**src/rtl/program_loader.sv**
```systemverilog
// Byte-serial boot loader: header word count, then MSB-first 32-bit words
// written to instruction memory; releases CPU reset after a good load.
module program_loader #(
  parameter int unsigned DEPTH     = 16,
  parameter logic [15:0] BASE_ADDR = 16'h0000
) (
  input  logic        clk,
  input  logic        rst,
  input  logic [7:0]  rx_data,
  input  logic        rx_valid,
  output logic        rx_ready,
  output logic [15:0] mem_addr,
  output logic [31:0] mem_wdata,
  output logic        mem_we,
  output logic [4:0]  words_loaded,
  output logic        load_done,
  output logic        load_error,
  output logic        cpu_rst_n
);

  typedef enum logic [2:0] {
    S_HDR, S_BYTE, S_WRITE, S_DONE, S_ERR
  } state_t;

  state_t      state_q, state_d;
  logic [7:0]  n_q, n_d;
  logic [1:0]  byte_idx_q, byte_idx_d;
  logic [4:0]  word_idx_q, word_idx_d;
  logic [31:0] word_q, word_d;
  logic        rx_ready_q, rx_ready_d;
  logic [15:0] mem_addr_q, mem_addr_d;
  logic [31:0] mem_wdata_q, mem_wdata_d;
  logic        mem_we_q, mem_we_d;
  logic [4:0]  words_loaded_q, words_loaded_d;
  logic        load_done_q, load_done_d;
  logic        load_error_q, load_error_d;
  logic        cpu_rst_n_q, cpu_rst_n_d;
  logic        accept;

  assign accept = rx_valid & rx_ready_q;

  always_comb begin
    state_d        = state_q;
    n_d            = n_q;
    byte_idx_d     = byte_idx_q;
    word_idx_d     = word_idx_q;
    word_d         = word_q;
    rx_ready_d     = rx_ready_q;
    mem_addr_d     = mem_addr_q;
    mem_wdata_d    = mem_wdata_q;
    mem_we_d       = 1'b0;
    words_loaded_d = words_loaded_q;
    load_done_d    = load_done_q;
    load_error_d   = load_error_q;
    cpu_rst_n_d    = cpu_rst_n_q;
    unique case (state_q)
      S_HDR: begin
        if (accept) begin
          if (rx_data == 8'd0 || 32'(rx_data) > DEPTH) begin
            state_d      = S_ERR;
            rx_ready_d   = 1'b0;
            load_error_d = 1'b1;
            cpu_rst_n_d  = 1'b0;
          end else begin
            state_d    = S_BYTE;
            n_d        = rx_data;
            byte_idx_d = 2'd0;
            word_idx_d = 5'd0;
          end
        end
      end
      S_BYTE: begin
        if (accept) begin
          word_d     = {word_q[23:0], rx_data};
          byte_idx_d = byte_idx_q + 2'd1;
          if (byte_idx_q == 2'd3) begin
            state_d     = S_WRITE;
            rx_ready_d  = 1'b0;
            mem_we_d    = 1'b1;
            mem_addr_d  = BASE_ADDR + {11'd0, word_idx_q};
            mem_wdata_d = word_d;
          end
        end
      end
      S_WRITE: begin
        words_loaded_d = words_loaded_q + 5'd1;
        word_idx_d     = word_idx_q + 5'd1;
        if ({3'd0, words_loaded_d} == n_q) begin
          state_d     = S_DONE;
          rx_ready_d  = 1'b0;
          load_done_d = 1'b1;
          cpu_rst_n_d = 1'b1;
        end else begin
          state_d    = S_BYTE;
          rx_ready_d = 1'b1;
          byte_idx_d = 2'd0;
        end
      end
      S_DONE, S_ERR: begin
        rx_ready_d = 1'b0;
      end
      default: begin
        state_d = S_HDR;
      end
    endcase
  end

  always_ff @(posedge clk) begin
    if (rst) begin
      state_q        <= S_HDR;
      n_q            <= 8'd0;
      byte_idx_q     <= 2'd0;
      word_idx_q     <= 5'd0;
      word_q         <= 32'd0;
      rx_ready_q     <= 1'b1;
      mem_addr_q     <= BASE_ADDR;
      mem_wdata_q    <= 32'd0;
      mem_we_q       <= 1'b0;
      words_loaded_q <= 5'd0;
      load_done_q    <= 1'b0;
      load_error_q   <= 1'b0;
      cpu_rst_n_q    <= 1'b0;
    end else begin
      state_q        <= state_d;
      n_q            <= n_d;
      byte_idx_q     <= byte_idx_d;
      word_idx_q     <= word_idx_d;
      word_q         <= word_d;
      rx_ready_q     <= rx_ready_d;
      mem_addr_q     <= mem_addr_d;
      mem_wdata_q    <= mem_wdata_d;
      mem_we_q       <= mem_we_d;
      words_loaded_q <= words_loaded_d;
      load_done_q    <= load_done_d;
      load_error_q   <= load_error_d;
      cpu_rst_n_q    <= cpu_rst_n_d;
    end
  end

  assign rx_ready     = rx_ready_q;
  assign mem_addr     = mem_addr_q;
  assign mem_wdata    = mem_wdata_q;
  assign mem_we       = mem_we_q;
  assign words_loaded = words_loaded_q;
  assign load_done    = load_done_q;
  assign load_error   = load_error_q;
  assign cpu_rst_n    = cpu_rst_n_q;

endmodule

```
**config.mk**
```make
export PLATFORM = sky130hd
export DESIGN_NAME = program_loader
export DESIGN_NICKNAME = d
export VERILOG_FILES = /design/src/rtl/program_loader.sv
export SDC_FILE = /design/constraint.sdc
export NUM_CORES = 1
export LEC_CHECK = 0
export CAP_MARGIN = 30
export CORE_ASPECT_RATIO = 1.75
export CORE_MARGIN = 4
export CORE_UTILIZATION = 55
export CTS_CLUSTER_DIAMETER = 50
export DETAILED_ROUTE_END_ITERATION = 6
export GPL_ROUTABILITY_DRIVEN = 0
export PLACE_DENSITY = 0.92
export SYNTH_ARGS = -nofsm -noshare
export SYNTH_HDL_FRONTEND = slang
export SYNTH_SLANG_ARGS = --single-unit
```
**constraint.sdc**
```tcl
create_clock -name clk -period 4.3 [get_ports clk]
set_input_delay 0.43 -clock clk [delete_from_list [all_inputs] [get_ports clk]]
set_output_delay 0.43 -clock clk [all_outputs]
set_load 0.02 [all_outputs]
```
==> results of run 1 <==
## where the power goes
part	internal (uW)	leakage, uW	switching, uW
sequential	829	0.000717	6.34
clock	272	0.0000982	295
combinational	26.1	0.000591	53.1
total	1130	0.00141	355
## layout make-up
class	count	area, um2
repair buffers	60	588
well taps	80	100
inverters	5	18.8
fillers	505	1990
clock inverters	6	67.6
flip-flops and latches	89	1780
clock buffers	10	128
multi-input cells	311	1600
## flip-flops by register name (all words and copies together) (netlist names)
register	count
word_q	24
mem_we	1
n_q	8
load_error	1
words_loaded	5
cpu_rst_n	1
mem_addr	5
byte_idx_q	2
word_idx_q	5
mem_wdata	32
load_done	1
rx_ready	1
state_q	3
## synth_stat cells, drive strengths merged, types with 2 or more instances
cell | count | area share (%)
nand2 | 133 | 14
dfxtp | 89 | 49
a21oi | 76 | 11
buf | 19 | 4.3
clkbuf | 18 | 2.4
nor2 | 16 | 1.9
o21ai | 10 | 1.5
mux2i | 6 | 1.7
inv | 5 | 0.52
nor3 | 5 | 1.0
or3 | 5 | 0.90
nand3 | 4 | 0.56
xnor2 | 4 | 0.97
xor2 | 4 | 0.97
and2 | 3 | 0.52
ha | 3 | 1.0
o31ai | 3 | 0.62
or2 | 3 | 0.52
or4 | 3 | 0.62
nor2b | 2 | 0.35
nor4 | 2 | 0.76
## logic make-up (layout without fill, tap and decap cells)
| kind of cell | count (synthesis) | after routing | share of synthesized area, % |
|---|---|---|---|
| xor gates and xnor gates | 8 | 8 | 1.94 |
| adders and majority gates | 3 | 3 | 1.04 |
| buffers and inverters | 42 | 81 | 7.22 |
| muxes | 7 | 7 | 2.08 |
| AOI/OAI and AO/OA | 99 | 99 | 15.2 |
| other | 1 | 11 | 0.104 |
| DFF | 89 | 89 | 49.4 |
| and+or+nand+nor | 183 | 183 | 22.9 |
## path summary, 6_finish.rpt
| path | startpoint | endpoint | cells after the start | slack [ps] |
|---|---|---|---|---|
| setup / recovery | state_q[0] | mem_wdata[10] | 5 | 1660 |
| hold / removal | mem_wdata[24] | mem_wdata[24] | 2 | 460 |
| setup reg to reg | state_q[0] | mem_wdata[10] | 5 | 1660 |
| hold reg to reg | mem_wdata[24] | mem_wdata[24] | 2 | 460 |
## worst register-to-register path, stage by stage, from the launching register on
cell	delay, ps
dfxtp_1	510
or3b_4	450
or2_1	540
nor2_4	740
nand2_1	160
a21oi_1	170
## metrics by stage
step,setup slack [ps],cell area [um2]
after floorplan,2390,3640
final,1660,4280
after global routing,1390,4280
after global placement,1570,4090
after detailed placement,1450,4090
after CTS,1630,4280
## layer usage
metal | wire, um | GRT usage (%) | up-vias
li1 | - | - | 1513
met1 | 3040 | 22.4 | 1416
met5 | 0 | 0 | -
met2 | 4100 | 35.5 | 86
met4 | 282 | 11.6 | 0
met3 | 349 | 5.25 | 26
==> results.tsv, run 1 <==
metric	value	unit
drt-initial-drc-count	131	
ant_nets	0	
grt_pass1_wl	13.2	mm
tns	0	ps
path_max_fanout	38	
die_area	7960	um2
stdcell_count	561	
outcome	completed	
drive_gt1_share	6.44	%
antenna_found_initial	0	
final_util	68.2	%
cp-end-kind	register	
slew_violations	0	
numCtsBuffers	9	
cpMaxStageDelayCell	nor2_4	
grt_pass1_vias	2913	
dp_hpwl	5.48	mm
postCtsSetupRepairBufs	0	
coreArea	6280	um2
synth_flop_cell	dfxtp_1	
die_h	115	um
max_stage_delay	740	ps
powerDensity	346	nW/um2
grt_overflow	0	
max_slew.worst_pin.slew	833	ps
power.leakage	0.00141	uW
ctsLongestPathBuffers	2	
fin_worst_skew	9.57	ps
ys_ff_latch	89	
portBuffers	57	
path_delay_family	simple AND/OR/NAND/NOR gates	
io_pins	69	
finalSetupViolations	0	
rsz0062_at_grt	false	
hold_viol	0	
clk_pin_slew	90	ps
antenna-diode-count	0	
synth-seq-area-share	49.4	%
synth_edf_count	0	
track_usage	20.4	%
vdd_ir_drop_max	0.310	mV
vias	3041	
worstSetupPathType	reg2reg	
cts_tree	done	
async_flop_share	0	%
syn_area_per_cell	8.34	um2
critPathRequiredTime	4590	ps
path_buf_inv	0	
period_share	61.4	%
grt_max_degree	60	
cts-root-buf	clkbuf_8	
layout.cells.most_common	nand2_1	
clkSinkCount	89	
power.total	1480	uW
ys_types	50	
insertion_delay	360	ps
rows	38	
start_util	57.4	%
fmax	379	MHz
syn_area	3600	um2
dr.pass1.iters	5	
postCtsHoldBufs	0	
timing.hold.ws	456	ps
slew-limit-headroom	44.5	%
ctsResizeCount	0	
die_w	69.2	um
crit_chain	or3b_4, or2_1, nor2_4, nand2_1, a21oi_1	
worstPathArrival	2930	ps
area_growth	18.9	%
drv_cap	0	
fin_crit	2640	ps
layout_common_cells	nand2_1, dfxtp_1, a21oi_1	
htree_levels	3	
drc	0	
synth_cells	432	
yosys_warnings	0	
finalNetCount	490	
place_inst	545	
viasPerCell	5.42	
start_kind	register	
min_path_type	reg2reg	
wirelength	7.77	mm
wl_per_cell	13.9	um
(Power assumes the default switching activity.)
==> run 2: changes to the inputs <==
--- a/config.mk
+++ b/config.mk
@@ -8,11 +8,11 @@
 export CAP_MARGIN = 30
 export CORE_ASPECT_RATIO = 1.75
 export CORE_MARGIN = 4
-export CORE_UTILIZATION = 55
+export CORE_UTILIZATION = 46
 export CTS_CLUSTER_DIAMETER = 50
 export DETAILED_ROUTE_END_ITERATION = 6
 export GPL_ROUTABILITY_DRIVEN = 0
-export PLACE_DENSITY = 0.92
+export PLACE_DENSITY = 0.83
 export SYNTH_ARGS = -nofsm -noshare
 export SYNTH_HDL_FRONTEND = slang
 export SYNTH_SLANG_ARGS = --single-unit
==> constraint.sdc (replaced) <==
create_clock -name clk -period 2.2 [get_ports clk]
set_input_delay 0.22 -clock clk [delete_from_list [all_inputs] [get_ports clk]]
set_output_delay 0.22 -clock clk [all_outputs]
set_load 0.02 [all_outputs]
==> run 2 against run 1 <==
Sequential power grew 95%. Flip-flop and latch count stayed put. Final area rose by 6.7%.
==> results.tsv, run 2 (synthesized netlist as in run 1, its figures left out) <==
metric	value	unit	change
path_max_fanout	6		-84%
period_share	95.4	%	+34 points
rows	42		+11%
viasPerCell	5.31		-2.1%
worstPathArrival	2360	ps	-570 ps
top_layer	met4		
powerDensity	730	nW/um2	+110%
die_h	125	um	+8.7%
die_w	74.9	um	+8.3%
finalNetCount	507		+3.5%
reg2reg_from	words_loaded[1]		
drt-initial-drc-count	193		+47%
wirelength	8.34	mm	+7.3%
fmax	477	MHz	+26%
m1WireLength	3.06	mm	+0.69%
hold_viol	0		unchanged
drc	0		unchanged
track_usage	18.7	%	-1.7 points
grt_max_degree	39		-35%
fillers	601		+19%
grt_pass1_wl	13.7	mm	+3.8%
dr.pass1.iters	4		-1
slew_violations	0		unchanged
clkSinkCount	89		unchanged
grt_overflow	0		unchanged
fin_worst_skew	7.61	ps	-1.96 ps
fin_crit	2100	ps	-543 ps
vdd_ir_drop_max	0.509	mV	+64%
stdcell_count	586		+4.5%
power.total	3340	uW	+130%
cts_tree	done		
r2r_end	byte_idx_q[1]		
slew-limit-headroom	56.8	%	+12 points
critPathRequiredTime	2460	ps	-2130 ps
place_inst	570		+4.6%
largest_reg_flops	32		unchanged
final_area	4570	um2	+6.7%
finalSetupViolations	0		unchanged
rsz0062_at_grt	false		
whs_endpoint	words_loaded[4]		
layout.cells.most_common	nand2_1		
reg2reg_setup_slack	100	ps	-1560 ps
worstHoldStart	rst		
htree_levels	3		unchanged
drive_gt1_share	9.64	%	+3.2 points
grt_pass1_vias	3045		+4.5%
wl_per_cell	14.2	um	+2.8%
portBuffers	57		unchanged
power.leakage	0.00155	uW	+10%
die_area	9370	um2	+18%
cp-end-kind	register		
vias	3109		+2.2%
worstSetupPathType	reg2reg		
r2r_cells	7		+2
place_area	4260	um2	+4.3%
postCtsHoldBufs	0		unchanged
ctsResizeCount	0		unchanged
start_kind	register		
max_slew.worst_pin.slew	648	ps	-185 ps
antenna-diode-count	0		unchanged
clk_pin_slew	60	ps	-30 ps
hold_depth	2		unchanged
outcome	completed		
dp_hpwl	5.82	mm	+6.1%
area_growth	26.8	%	
insertion_delay	330	ps	-30 ps
cts-root-buf	clkbuf_16		
ctsLongestPathBuffers	2		unchanged
min_path_type	in2reg		
tns	0	ps	unchanged
drv_cap	0		unchanged
postCtsSetupRepairBufs	0		unchanged
ant_nets	0		unchanged
wl_met3	426	um	+22%
layout_common_cells	nand2_1, dfxtp_1, a21oi_1		
coreArea	7620	um2	+21%
final_util	60.0	%	-8.3 points
io_pins	69		unchanged
start_util	47.3	%	-10 points
wl_met2	4.55	mm	+11%
numCtsBuffers	9		unchanged
antenna_found_initial	0		unchanged
==> run 2: changes by cell type in the layout (fill, tap and decap cells not counted) <==
cell,before,now
clkinv_2,2,1
buf_12,0,3
inv_8,1,0
clkbuf_8,9,2
buf_4,3,17
clkbuf_16,0,9
==> run 2: layout make-up <==
class	count	area, um2	area share, %
inverters	5	18.8	0.411
repair buffers	77	753	16.5
flip-flops and latches	89	1780	39.0
clock inverters	4	51.3	1.12
multi-input cells	311	1600	35.0
clock buffers	12	256	5.61
well taps	88	110	2.41
==> run 2: worst max-delay path by stage <==
| stage | start | end | slack, ps | cells past startpoint |
|---|---|---|---|---|
| 5_1_grt | words_loaded[1] | byte_idx_q[1] | 20 | 7 |
| 4_1_cts | words_loaded[1] | byte_idx_q[1] | 150 | 7 |
| 6_report | words_loaded[1] | byte_idx_q[1] | 100 | 7 |
| 3_5_place_dp | rx_data[0] | word_idx_q[3] | -30 | 7 |
| 2_1_floorplan | words_loaded[0] | byte_idx_q[1] | 290 | 6 |
| 3_3_place_gp | rx_data[5] | byte_idx_q[1] | 50 | 7 |
==> run 2: stage by stage <==
step / worst slack (ps) / hold slack [ps]
2_1_floorplan: 291 / 353
3_3_place_gp: 52.8 / 438
3_5_place_dp: -27.0 / 445
4_1_cts: 146 / 385
5_1_grt: 19.2 / 426
6_report: 102 / 399
==> run 2: critical path, stage by stage, from the launching register on <==
cell and delay [ps]:
dfxtp_1 340, ha_1 240, and4b_1 200, o2111ai_1 310, a2111oi_2 100, buf_4 170
or4b_1 500, a21oi_1 160
==> run 2: per-layer routing <==
| metal | up-vias | global-route usage [%] |
|---|---|---|
| met1 | 1444 | 20.0 |
| met2 | 102 | 32.1 |
| met3 | 22 | 3.78 |
| met4 | 0 | 11.6 |
| met5 | - | 0 |
| li1 | 1541 | - |
==> run 2: where the power goes <==
part / total (uW) / internal, uW / switching, uW
combinational: 175 / 66.3 / 109
sequential: 1630 / 1620 / 12.4
clock: 1530 / 941 / 587
total: 3340 / 2630 / 708
==> run 3: changes to the inputs <==
--- a/config.mk
+++ b/config.mk
@@ -13,6 +13,7 @@
 export DETAILED_ROUTE_END_ITERATION = 6
 export GPL_ROUTABILITY_DRIVEN = 0
 export PLACE_DENSITY = 0.83
+export SLEW_MARGIN = 10
 export SYNTH_ARGS = -nofsm -noshare
 export SYNTH_HDL_FRONTEND = slang
 export SYNTH_SLANG_ARGS = --single-unit
==> results of run 3 <==
Final layout, timing and power as in run 2 (identical DEF).
